[src/rtl/memory_stage_pkg.sv]
// memory_stage_pkg: shared types for the MEM stage and data bus
package memory_stage_pkg;
  localparam int XLEN = 64;
  localparam int BYTES = XLEN / 8;

  typedef enum logic [1:0] {MSIZE1, MSIZE2, MSIZE4, MSIZE8} msize_t;
  typedef enum logic {IDLE, WAIT} mem_state_t;

  typedef struct packed {
    logic [5:0] op;
    logic       mem_read;
    logic       mem_write;
    msize_t     msize;
    logic       mem_unsigned;
  } control_t;

  typedef struct packed {
    logic            is_bubble;
    logic [XLEN-1:0] pc;
    logic [XLEN-1:0] result;
    control_t        ctl;
    logic [4:0]      dst;
    logic [XLEN-1:0] store_data;
  } execute_data_t;

  typedef struct packed {
    logic            is_bubble;
    logic [XLEN-1:0] pc;
    logic [XLEN-1:0] result;
    control_t        ctl;
    logic [4:0]      dst;
    logic [XLEN-1:0] memory_address;
    logic            misalign;
  } memory_data_t;

  typedef struct packed {
    logic             valid;
    logic [XLEN-1:0]  addr;
    msize_t           size;
    logic [BYTES-1:0] strobe;
    logic [XLEN-1:0]  data;
  } dbus_req_t;

  typedef struct packed {
    logic            addr_ok;
    logic            data_ok;
    logic [XLEN-1:0] data;
  } dbus_resp_t;

  // is_bubble is the MSB, so this is an all-zero record flagged as a bubble
  localparam memory_data_t MEM_BUBBLE = memory_data_t'({1'b1, {($bits(memory_data_t)-1){1'b0}}});
endpackage

[src/rtl/memory_stage_align.sv]
// mem_align: byte-lane alignment of store data/strobe and load extraction
module mem_align
  import memory_stage_pkg::*;
(
  input  logic [2:0]       addr,
  input  msize_t           msize,
  input  logic             isUnsigned,
  input  logic [XLEN-1:0]  storeData,
  input  logic [XLEN-1:0]  readData,
  output logic [BYTES-1:0] strobe,
  output logic [XLEN-1:0]  writeData,
  output logic [XLEN-1:0]  loadData,
  output logic             misalign
);
  logic [BYTES-1:0] mask;
  logic [XLEN-1:0] shifted;
  // shift lanes by the byte offset and extend the selected load width
  always_comb begin
    mask = msize == MSIZE1 ? 8'h01 : msize == MSIZE2 ? 8'h03 : msize == MSIZE4 ? 8'h0F : 8'hFF;
    strobe = mask << addr;
    writeData = storeData << {addr, 3'b000};
    shifted = readData >> {addr, 3'b000};
    loadData = msize == MSIZE1 ? {{56{~isUnsigned & shifted[7]}}, shifted[7:0]} :
               msize == MSIZE2 ? {{48{~isUnsigned & shifted[15]}}, shifted[15:0]} :
               msize == MSIZE4 ? {{32{~isUnsigned & shifted[31]}}, shifted[31:0]} : shifted;
    misalign = (msize == MSIZE2 && addr[0]) || (msize == MSIZE4 && addr[1:0] != 2'b00) ||
               (msize == MSIZE8 && addr != 3'b000);
  end
endmodule

[src/rtl/memory_stage.sv]
// memory_stage: MEM pipeline stage driving the data-bus handshake
module memory_stage
  import memory_stage_pkg::*;
(
  input  logic          clk,
  input  logic          reset,
  input  execute_data_t dataE,
  output memory_data_t  dataM,
  output dbus_req_t     dreq,
  input  dbus_resp_t    dresp,
  output logic          stallM
);
  mem_state_t state, stateNext;
  logic [BYTES-1:0] strobe;
  logic [XLEN-1:0] writeData, loadData;
  logic misalign, memAccess, memOp;
  memory_data_t dataNext;

  mem_align uAlign (
    .addr(dataE.result[2:0]),
    .msize(dataE.ctl.msize),
    .isUnsigned(dataE.ctl.mem_unsigned),
    .storeData(dataE.store_data),
    .readData(dresp.data),
    .strobe(strobe),
    .writeData(writeData),
    .loadData(loadData),
    .misalign(misalign)
  );

  assign memAccess = !dataE.is_bubble && (dataE.ctl.mem_read || dataE.ctl.mem_write);
  assign memOp = memAccess && !misalign;

  // state register; reset abandons any in-flight request
  always_ff @(posedge clk or negedge reset)
    if (!reset) state <= IDLE;
    else state <= stateNext;

  // a zero-wait data_ok completes without ever leaving IDLE
  always_comb
    stateNext = state == IDLE ? (memOp && !dresp.data_ok ? WAIT : IDLE) : (dresp.data_ok ? IDLE : WAIT);

  // bus request and stall; dataE is frozen by the stall so the request stays stable
  always_comb begin
    dreq.valid = reset && (state == WAIT || memOp);
    dreq.addr = dataE.result;
    dreq.size = dataE.ctl.msize;
    dreq.strobe = dataE.ctl.mem_write ? strobe : '0;
    dreq.data = writeData;
    stallM = dreq.valid && !dresp.data_ok;
  end

  // next stage record: bubble while stalled, otherwise pass-through or completion
  always_comb begin
    dataNext = MEM_BUBBLE;
    if (!stallM) begin
      dataNext.is_bubble = dataE.is_bubble;
      dataNext.pc = dataE.pc;
      dataNext.result = dreq.valid && dataE.ctl.mem_read ? loadData : dataE.result;
      dataNext.ctl = dataE.ctl;
      dataNext.dst = dataE.dst;
      dataNext.memory_address = memAccess ? dataE.result : '0;
      dataNext.misalign = memAccess && misalign;
    end
  end

  // stage output register
  always_ff @(posedge clk or negedge reset)
    if (!reset) dataM <= MEM_BUBBLE;
    else dataM <= dataNext;
endmodule

[config.mk]
export PLATFORM = sky130hd
export DESIGN_NAME = memory_stage
export DESIGN_NICKNAME = d
export VERILOG_FILES = /design/src/rtl/memory_stage_pkg.sv /design/src/rtl/memory_stage_align.sv /design/src/rtl/memory_stage.sv
export SDC_FILE = /design/constraint.sdc
export NUM_CORES = 1
export LEC_CHECK = 0
export CAP_MARGIN = 20
export CORE_AREA = 3 3 243 245
export CTS_CLUSTER_DIAMETER = 200
export DETAILED_ROUTE_END_ITERATION = 10
export DIE_AREA = 0 0 246 248
export SETUP_SLACK_MARGIN = 0.15
export SYNTH_ARGS = -nofsm -noshare
export SYNTH_HDL_FRONTEND = slang
export SYNTH_SLANG_ARGS = --single-unit
[constraint.sdc]
create_clock -name clk -period 3.9 [get_ports clk]
set_input_delay 0.78 -clock clk [delete_from_list [all_inputs] [get_ports clk]]
set_output_delay 0.78 -clock clk [all_outputs]
set_load 0.02 [all_outputs]
==> flow_summary.ini, run 1 <==
[synth]
postSynthCellCount = 1104
synth_cell_types = 58
yosysSeqAreaShare_pct = 46.61
avgSynthCellArea_um2 = 10.26
synth_fp_nets = 1381
synthArstFlopShare_pct = 100.0
ys_ff_latch = 211
synth_edf_count = 0
ys_warn_count = 0
synth.cell_area_um2 = 11330
synth_flop_cell = dfrtp_1

[status]
status = complete, no violations

[routing]
ant_nets = 0
wl_um = 58780
vias_per_cell = 4.433
wl_per_cell_um = 24.17
vias = 10780
route.detailed.drc = 0
firstDrtPassIters = 5
initialDrtViolationCount = 451

[timing]
clock_skew_ps = 19.43
min_period_over_period_pct = 93.69
fmax_ghz = 0.2737
slew_headroom_pct = 38.72
hold_viol_final = 0
holdWs_ps = 75.49
rsz0062_at_grt = no
layout_setup_ws_ps = 246.0
fin_setup_tns_ps = 0
worstMarginPinSlew_ps = 919.2
post-route-min-period_ps = 3654
setup_viol = 0
final_max_slew_viol_count = 0

[worst_setup_path]
critPathRequiredTime_ps = 3120
cp_top_family = buffers and inverters
cp_slowest_cell = nor2b_2
path_cells = buf_4 -> nor2b_2 -> a21oi_1 -> o21ai_0 -> clkdlybuf4s50_1
critical_path.max_stage_delay_ps = 700
cp_max_fo = 17
crit_path_end_kind = output pin
path_buf_inv = 2
start_kind = input port
crit_type = input port to output pin
crit_arrival_ps = 2870

[cts]
h-tree-depth = 1
cts_setup_buffers = 0
cts_sinks = 211
cts_inserted_buffers = 24
clkTransAtPathRegs_ps = 60
cts_resized = 0
cts_hold_buf = 0
insertion_delay_ps = 540
clock_path_buffers = 3
clock-root-buffer = clkbuf_16
cts_tree = yes

[power_and_ir_drop]
power_mw = 6.748
power_density_nw_per_um2 = 357.1
peakVddDrop_uv = 278.8
leakagePower_nw = 7.607

[global_route]
grt_max_degree = 93
grt-ovfl-total = 0
grt_pass1_wl_um = 80650
antenna_found_initial = 16
grt_pass1_vias = 11189
track_usage_pct = 18.25

[job]
cap_viol_max_count = 0

[floorplan]
die_w_um = 246
core_um2 = 57370
initial_utilization_pct = 19.75
die_h_um = 248
num_rows = 88
ioPinCount = 627
die_area_um2 = 61010

[finish]
fill_cells = 5883
stdcell_count = 2432
layout-drive-gt1-share_pct = 10.37
fin_area_um2 = 18900
fin_nets = 1918
fin_util_pct = 32.94
synthToLayoutAreaGrowth_pct = 66.77

[placed_design]
dp_slack_ps = 57.57
dp_cells = 2380
place_congestion = 0.8650
dp_hpwl_um = 47450
placed_area_um2 = 18070
io_buffer_count = 625

[min_path]
hold_class = input port to async pin
==> cell usage after synthesis (16+ instances only) <==
library cell	n	share of area, %
mux4_2	18	3.6
a22o_1	16	1.2
o21ai_0	56	2.5
clkbuf_1	53	1.8
dfrtp_1	210	46
buf_4	75	5.0
and2_1	164	9.1
a211oi_1	28	1.9
buf_2	16	0.71
mux2_2	36	3.6
mux2i_1	62	5.5
a32o_1	25	2.2
nand2_1	77	2.6
a21oi_1	40	1.8
nor2_1	84	2.8
==> worst reg2reg max path, cell delays in order, from the launching register on <==
cell	delay (ps)
dfrtp_1	420
o21ai_4	180
buf_4	630
nand4_1	630
o2bb2ai_1	350
==> final timing paths <==
| kind | start | end | slack (ps) | depth (start not counted) |
|---|---|---|---|---|
| worst max-delay path | dataE[81] | dreq[51] | 250 | 5 |
| worst min-delay path | reset | dataM[188]$_DFF_PN0_ | 80 | 1 |
| worst max register to register | state$_DFF_PN0_ | dataM[108]$_DFF_PN0_ | 1590 | 4 |
| worst min register to register | state$_DFF_PN0_ | state$_DFF_PN0_ | 640 | 2 |
| max in group asynchronous | reset | dataM[102]$_DFF_PN0_ | 1970 | 3 |
| min in group clk | state$_DFF_PN0_ | state$_DFF_PN0_ | 640 | 2 |
==> layer usage <==
layer	global-route usage (%)	vias up	part of all wire, %
met5	0	-	0.19
met4	6.426	16	3.3
met3	5.920	85	9.2
met2	33.35	532	51
met1	19.73	5266	36
li1	-	4881	-
==> cell usage in the layout, fill, tap and decap left out, types with 2 or more instances in the layout <==
cell type and instances:
and3_1 8, buf_4 50, a22o_1 16, nor3_1 6, o221ai_1 7, o21ai_0 56, clkinv_2 2, clkbuf_16 24
a211oi_1 28, mux2i_1 62, nor2_1 83, o41ai_1 2, a31oi_1 6, and2_1 164, nand2b_1 3, mux2_2 36
nand2_1 77, a32o_1 25, a21oi_1 40, inv_1 2, clkdlybuf4s50_1 607, nor2_4 2, dfrtp_1 210, a211o_1 2
mux4_2 18, mux2_1 2, o22ai_1 10, o211ai_1 15, inv_2 2, nor2b_1 14, clkbuf_8 8, nand3_1 12
diode_2 8, clkbuf_1 7, o2bb2ai_1 10, buf_12 12
==> logic make-up (layout without fill, tap and decap cells) <==
logic type | count (synthesis) | after routing | share of synthesized area (%)
simple gates | 378 | 378 | 17.33
flops | 211 | 211 | 46.61
mux | 119 | 119 | 12.96
other cells | 0 | 8 | 0
buf+inv | 164 | 719 | 8.624
compound gates | 232 | 232 | 14.48
==> layout make-up <==
type	count	area (um^2)	share of cell area, %
Antenna cell	8	20.02	0.1059
Clock buffer	39	737.0	3.900
Clock inverter	5	67.56	0.3575
Inverter	4	15.01	0.07945
Multi-Input combinational cell	729	5101	26.99
Sequential cell	211	5281	27.95
Tap cell	765	957.2	5.065
Timing Repair Buffer	671	6718	35.55
==> state kept, by name, indices dropped and copies added (netlist names) <==
register	flops
dataM	210
state	1
==> power by group <==
part / leakage, nW / total (mW) / internal, mW / switching (mW)
sequential: 2.59 / 2.40 / 2.35 / 0.0485
combinational: 4.62 / 2.06 / 0.980 / 1.08
clock: 0.396 / 2.29 / 1.36 / 0.926
Power figures use the tool's default switching activity.
==> run 2, diff against run 1 <==
- GPL_TIMING_DRIVEN: unset -> 0
- SLEW_MARGIN: unset -> 20
==> run 2 against run 1 <==
  * Largest cell class unchanged
  * Global-route usage up 3.1 points
  * Cell count is 4.8% higher
  * Utilization is 1.3 points higher
  * Cell area rose by 3.9%
  * Sequential share of layout area fell by 1.1 points
  * Register-to-register slack got worse by 50 ps
  * Die area is the same
  * First-iteration DRC count is 47% higher
  * Routed wire length rose by 17%
==> flow_summary.ini, run 2 (synthesized netlist as in run 1, its figures left out) <==
[status]
status = complete, no violations

[timing]
hold_viol_final = 0
slew_headroom_pct = 48.57
holdWs_ps = 157.1
fmax_ghz = 0.2709
min_period_over_period_pct = 94.65
clock_skew_ps = 28.17
rsz0062_at_grt = no
fin_setup_tns_ps = 0
setup_viol = 0
worstMarginPinSlew_ps = 768.6
layout_setup_ws_ps = 208.6
post-route-min-period_ps = 3691
final_max_slew_viol_count = 0

[floorplan]
num_rows = 88
initial_utilization_pct = 19.75
die_w_um = 246
core_um2 = 57370
die_h_um = 248
die_area_um2 = 61010
ioPinCount = 627

[global_route]
grt_pass1_wl_um = 92640
grt-ovfl-total = 0
antenna_found_initial = 20
track_usage_pct = 21.32
grt_pass1_vias = 12218
grt_max_degree = 96

[routing]
initialDrtViolationCount = 664
vias_per_cell = 4.580
firstDrtPassIters = 5
wl_um = 68520
ant_nets = 0
vias = 11669
route.detailed.drc = 0
wl_per_cell_um = 26.89

[finish]
regMostFlops = dataM
largest_register_ffs = 210
fin_nets = 2034
layout_commonest_cell = clkdlybuf4s50_1
layout-drive-gt1-share_pct = 14.44
synthToLayoutAreaGrowth_pct = 73.31
fin_area_um2 = 19640
reg.largest.list = dataM: 210 flops, state: 1 flops
most-common-layout-cells = 581 x clkdlybuf4s50_1, 210 x dfrtp_1, 164 x and2_1, 83 x nor2_1, 79 x buf_4
stdcell_count = 2548

[power_and_ir_drop]
leakagePower_nw = 8.202
power_density_nw_per_um2 = 353.9
peakVddDrop_uv = 260.6

[min_path]
hold_class = input port to async pin

[cts]
clock_path_buffers = 3
cts_sinks = 211
cts_hold_buf = 0
cts_inserted_buffers = 25
clkTransAtPathRegs_ps = 60
h-tree-depth = 1
insertion_delay_ps = 540
cts_tree = yes
clock-root-buffer = clkbuf_16

[placed_design]
placed_area_um2 = 18580
io_buffer_count = 623
place_congestion = 0.9137
dp_cells = 2494
dp_slack_ps = -1779
dp_hpwl_um = 55820

[job]
cap_viol_max_count = 0

[worst_setup_path]
cp_top_family = buffers and inverters
critical_path.max_stage_delay_ps = 540
cp_slowest_cell = clkdlybuf4s50_1
start_kind = input port
reg2reg_depth = 6
crit_cells = 7
cp_common_cell = buf_6
critPathRequiredTime_ps = 3120
path_cells = buf_2 -> buf_6 -> buf_4 -> buf_6 -> mux4_2 -> mux2_2 -> clkdlybuf4s50_1
cp_max_fo = 10
path_buf_inv = 5
crit_arrival_ps = 2910
crit_path_end_kind = output pin
crit_type = input port to output pin
==> run 2: cell types whose count changed in the layout (fill, tap and decap cells not counted), moves of 9 or more <==
cell / before / now
buf_4: 50 / 79
clkbuf_1: 7 / 29
clkdlybuf4s50_1: 607 / 581
clkbuf_2: 0 / 14
buf_6: 1 / 15
clkbuf_4: 0 / 14
buf_2: 0 / 11
buf_12: 12 / 1
dlymetal6s2s_1: 0 / 9
dlygate4sd2_1: 0 / 27
==> run 2: final timing paths <==
path                                 start              endpoint  slack [ps]
max in group asynchronous            reset   dataM[27]$_DFF_PN0_        2850
min reg2reg                state$_DFF_PN0_       state$_DFF_PN0_         590
min in group clk           state$_DFF_PN0_       state$_DFF_PN0_         590
min                                  reset  dataM[182]$_DFF_PN0_         160
max reg2reg                state$_DFF_PN0_   dataM[56]$_DFF_PN0_        1540
max                              dataE[81]              dreq[60]         210
==> run 2: power breakdown <==
group / switching [mW] / leakage (nW) / internal, mW
Clock: 0.954 / 0.404 / 1.43
Combinational: 1.16 / 5.20 / 1.01
Sequential: 0.0471 / 2.59 / 2.35
==> run 2: per-layer routing <==
layer / vias up / wire length (um) / track usage (%)
li1: 5129 / - / -
met1: 5697 / 25300 / 23.77
met2: 695 / 34630 / 38.90
met3: 128 / 6474 / 6.666
met4: 20 / 1946 / 6.148
met5: - / 161 / 0
==> run 2: final cells by class <==
| type | instances | area, um^2 |
|---|---|---|
| Fill cell | 5866 | 37730 |
| Timing Repair Buffer | 626 | 6286 |
| Sequential cell | 211 | 5281 |
| Multi-Input combinational cell | 729 | 5107 |
| Buffer | 160 | 1134 |
| Tap cell | 765 | 957.2 |
| Clock buffer | 35 | 723.2 |
| Clock inverter | 8 | 108.9 |
| Antenna cell | 10 | 25.02 |
| Inverter | 4 | 15.01 |
==> run 2: stage by stage <==
stage               power [mW]  util (%)
floorplan                3.363         -
global placement         4.613     32.29
detailed placement       4.618     32.40
CTS                      7.064     34.13
global route             7.276     34.21
finish                   6.949     34.23
==> run 2: what timing repair did <==
| action | CTS | global route |
|---|---|---|
| cloned | 0 | 0 |
| pin swaps | 2 | 0 |
| buffers inserted | 1 | 0 |
| setup endpoints to repair | 75 | 33 |
| gates resized for setup | 124 | 30 |
| endpoints found under the hold margin | 0 | 0 |
==> run 3, diff against run 2 <==
- ABC_CLOCK_PERIOD_IN_PS: unset -> 3900
- CELL_PAD_IN_SITES_DETAIL_PLACEMENT: unset -> 0
- CELL_PAD_IN_SITES_GLOBAL_PLACEMENT: unset -> 1
- CORE_AREA: 3 3 243 245 -> 3 3 240 242
- DIE_AREA: 0 0 246 248 -> 0 0 243 245
- PLACE_DENSITY_LB_ADDON: unset -> 0.1
- TNS_END_PERCENT: unset -> 5
==> run 3 against run 2 <==
  * Clock skew fell by 20 ps
  * Hold slack got worse by 20 ps
  * Critical path type unchanged
  * Critical path depth rose by 1
  * Global-route usage rose by 0.59 points
  * Utilization rose by 1.3 points
  * Non-clock buffer count did not move
  * Power fell by 1.9%
  * First-iteration DRC count fell by 2.4%
==> flow_summary.ini, run 3 (synthesized netlist as in run 1, its figures left out) <==
[status]
status = complete, no violations

[floorplan]
initial_utilization_pct = 20.49
die_area_um2 = 59540
die_w_um = 243
ioPinCount = 627
die_h_um = 245
num_rows = 86
core_um2 = 55310

[power_and_ir_drop]
power_mw = 6.817
peakVddDrop_uv = 224.9
power_density_nw_per_um2 = 346.9
leakagePower_nw = 8.235

[cts]
insertion_delay_ps = 520
cts_hold_buf = 0
clock_path_buffers = 3
cts_sinks = 211
h-tree-depth = 1
clkTransAtPathRegs_ps = 60
cts_inserted_buffers = 25
clock-root-buffer = clkbuf_16
cts_tree = yes

[global_route]
grt_pass1_vias = 11891
track_usage_pct = 21.91
antenna_found_initial = 17
grt_pass1_wl_um = 93720
grt_max_degree = 62
grt-ovfl-total = 0

[timing]
min_period_over_period_pct = 94.67
slew_headroom_pct = 44.70
rsz0062_at_grt = yes
final_max_slew_viol_count = 0
worstMarginPinSlew_ps = 829.6
setup_viol = 0
post-route-min-period_ps = 3692
holdWs_ps = 136.8
fmax_ghz = 0.2709
layout_setup_ws_ps = 208.0
hold_viol_final = 0
clock_skew_ps = 8.613

[min_path]
hold_class = input port to async pin

[placed_design]
place_congestion = 0.8572
dp_slack_ps = -1438
io_buffer_count = 623
dp_cells = 2477
dp_hpwl_um = 55290

[finish]
most-common-layout-cells = 580 x clkdlybuf4s50_1, 210 x dfrtp_1, 164 x and2_1, 83 x nor2_1, 81 x buf_4
stdcell_count = 2533
layout-drive-gt1-share_pct = 13.99
reg.largest.list = dataM: 210 flops, state: 1 flops
fill_cells = 5771
regMostFlops = dataM
synthToLayoutAreaGrowth_pct = 73.45
layout_commonest_cell = clkdlybuf4s50_1
largest_register_ffs = 210
fin_util_pct = 35.54
fin_nets = 2034

[routing]
wl_um = 67680
route.detailed.drc = 0
firstDrtPassIters = 5
vias = 11282
wl_per_cell_um = 26.72
vias_per_cell = 4.454
ant_nets = 0
initialDrtViolationCount = 648

[worst_setup_path]
path_cells = buf_2 -> buf_6 -> buf_4 -> buf_6 -> buf_4 -> a21oi_1 -> mux2_2 -> clkdlybuf4s50_1
crit_path_end_kind = output pin
cp_slowest_cell = clkdlybuf4s50_1
crit_type = input port to output pin
start_kind = input port
cp_max_fo = 10
critical_path.max_stage_delay_ps = 540
critPathRequiredTime_ps = 3120
crit_arrival_ps = 2910

[job]
cap_viol_max_count = 0
run 3: cell types whose count changed in the layout (fill, tap and decap cells not counted), sizes merged:
cell,before,now
dlymetal6s2s,9,12
inv,7,4
buf,110,112
bufbuf,0,2
diode,10,12
bufinv,2,1
clkbuf,91,92
clkdlybuf4s50,581,580
clkinv,1,0
clkinvlp,2,1
dlygate4sd2,27,26
run 3: layout make-up:
type                            count  area, um^2  share of cell area [%]
Antenna cell                       12       30.03                  0.1528
Buffer                            159        1140                   5.800
Clock buffer                       41       745.7                   3.794
Clock inverter                      2       37.54                  0.1910
Inverter                            4       15.01                 0.07639
Multi-Input combinational cell    729        5107                   25.99
Sequential cell                   211        5281                   26.87
Tap cell                          748       935.9                   4.762
Timing Repair Buffer              627        6361                   32.37
run 3: layer usage:
| layer | up-vias | routed length [um] | track usage (%) | share of wire, % |
|---|---|---|---|---|
| met5 | - | 44 | 0 | 0.065 |
| met4 | 6 | 1448 | 6.186 | 2.1 |
| met3 | 81 | 5577 | 6.445 | 8.2 |
| met2 | 551 | 34830 | 39.45 | 51 |
| met1 | 5534 | 25780 | 25.23 | 38 |
| li1 | 5110 | - | - | - |
run 3: power by group:
part	total (mW)	internal (mW)	switching (mW)
Sequential	2.39	2.35	0.0433
Combinational	2.17	1.02	1.15
Clock	2.25	1.36	0.897
Total	6.82	4.73	2.09
run 3: final timing paths:
path                                 start              endpoint  slack [ps]  depth (start not counted)
hold / removal                       reset  dataM[166]$_DFF_PN0_         140                          1
setup / recovery                 dataE[81]              dreq[63]         210                          8
max in group asynchronous            reset  dataM[148]$_DFF_PN0_        2800                          3
hold reg to reg            state$_DFF_PN0_       state$_DFF_PN0_         620                          2
min in group clk           state$_DFF_PN0_       state$_DFF_PN0_         620                          2
setup reg to reg           state$_DFF_PN0_   dataM[31]$_DFF_PN0_        1660                          6
run 3: metrics by stage:
| step | cell area (um^2) | TNS (ps) |
|---|---|---|
| final | 19650 | 0 |
| after global routing | 19640 | 0 |
| after CTS | 19550 | 0 |
| after detailed placement | 18560 | -64250 |
| after global placement | 18500 | -3071320 |
| after floorplan | 11330 | 0 |
run 3: worst max-delay path: cells and delay by family:
family	cells	cell delay, ps
multiplexers	1	280
AO/OA/AOI/OAI	1	130
buffers and inverters	6	1700
run 3: what timing repair did:
| action | 4_1_cts | 5_1_grt |
|---|---|---|
| buffers inserted | 0 | 0 |
| gates resized for setup | 110 | 37 |
| gates cloned | 2 | 0 |
| pin swaps | 1 | 1 |
| setup endpoints to repair | 73 | 48 |
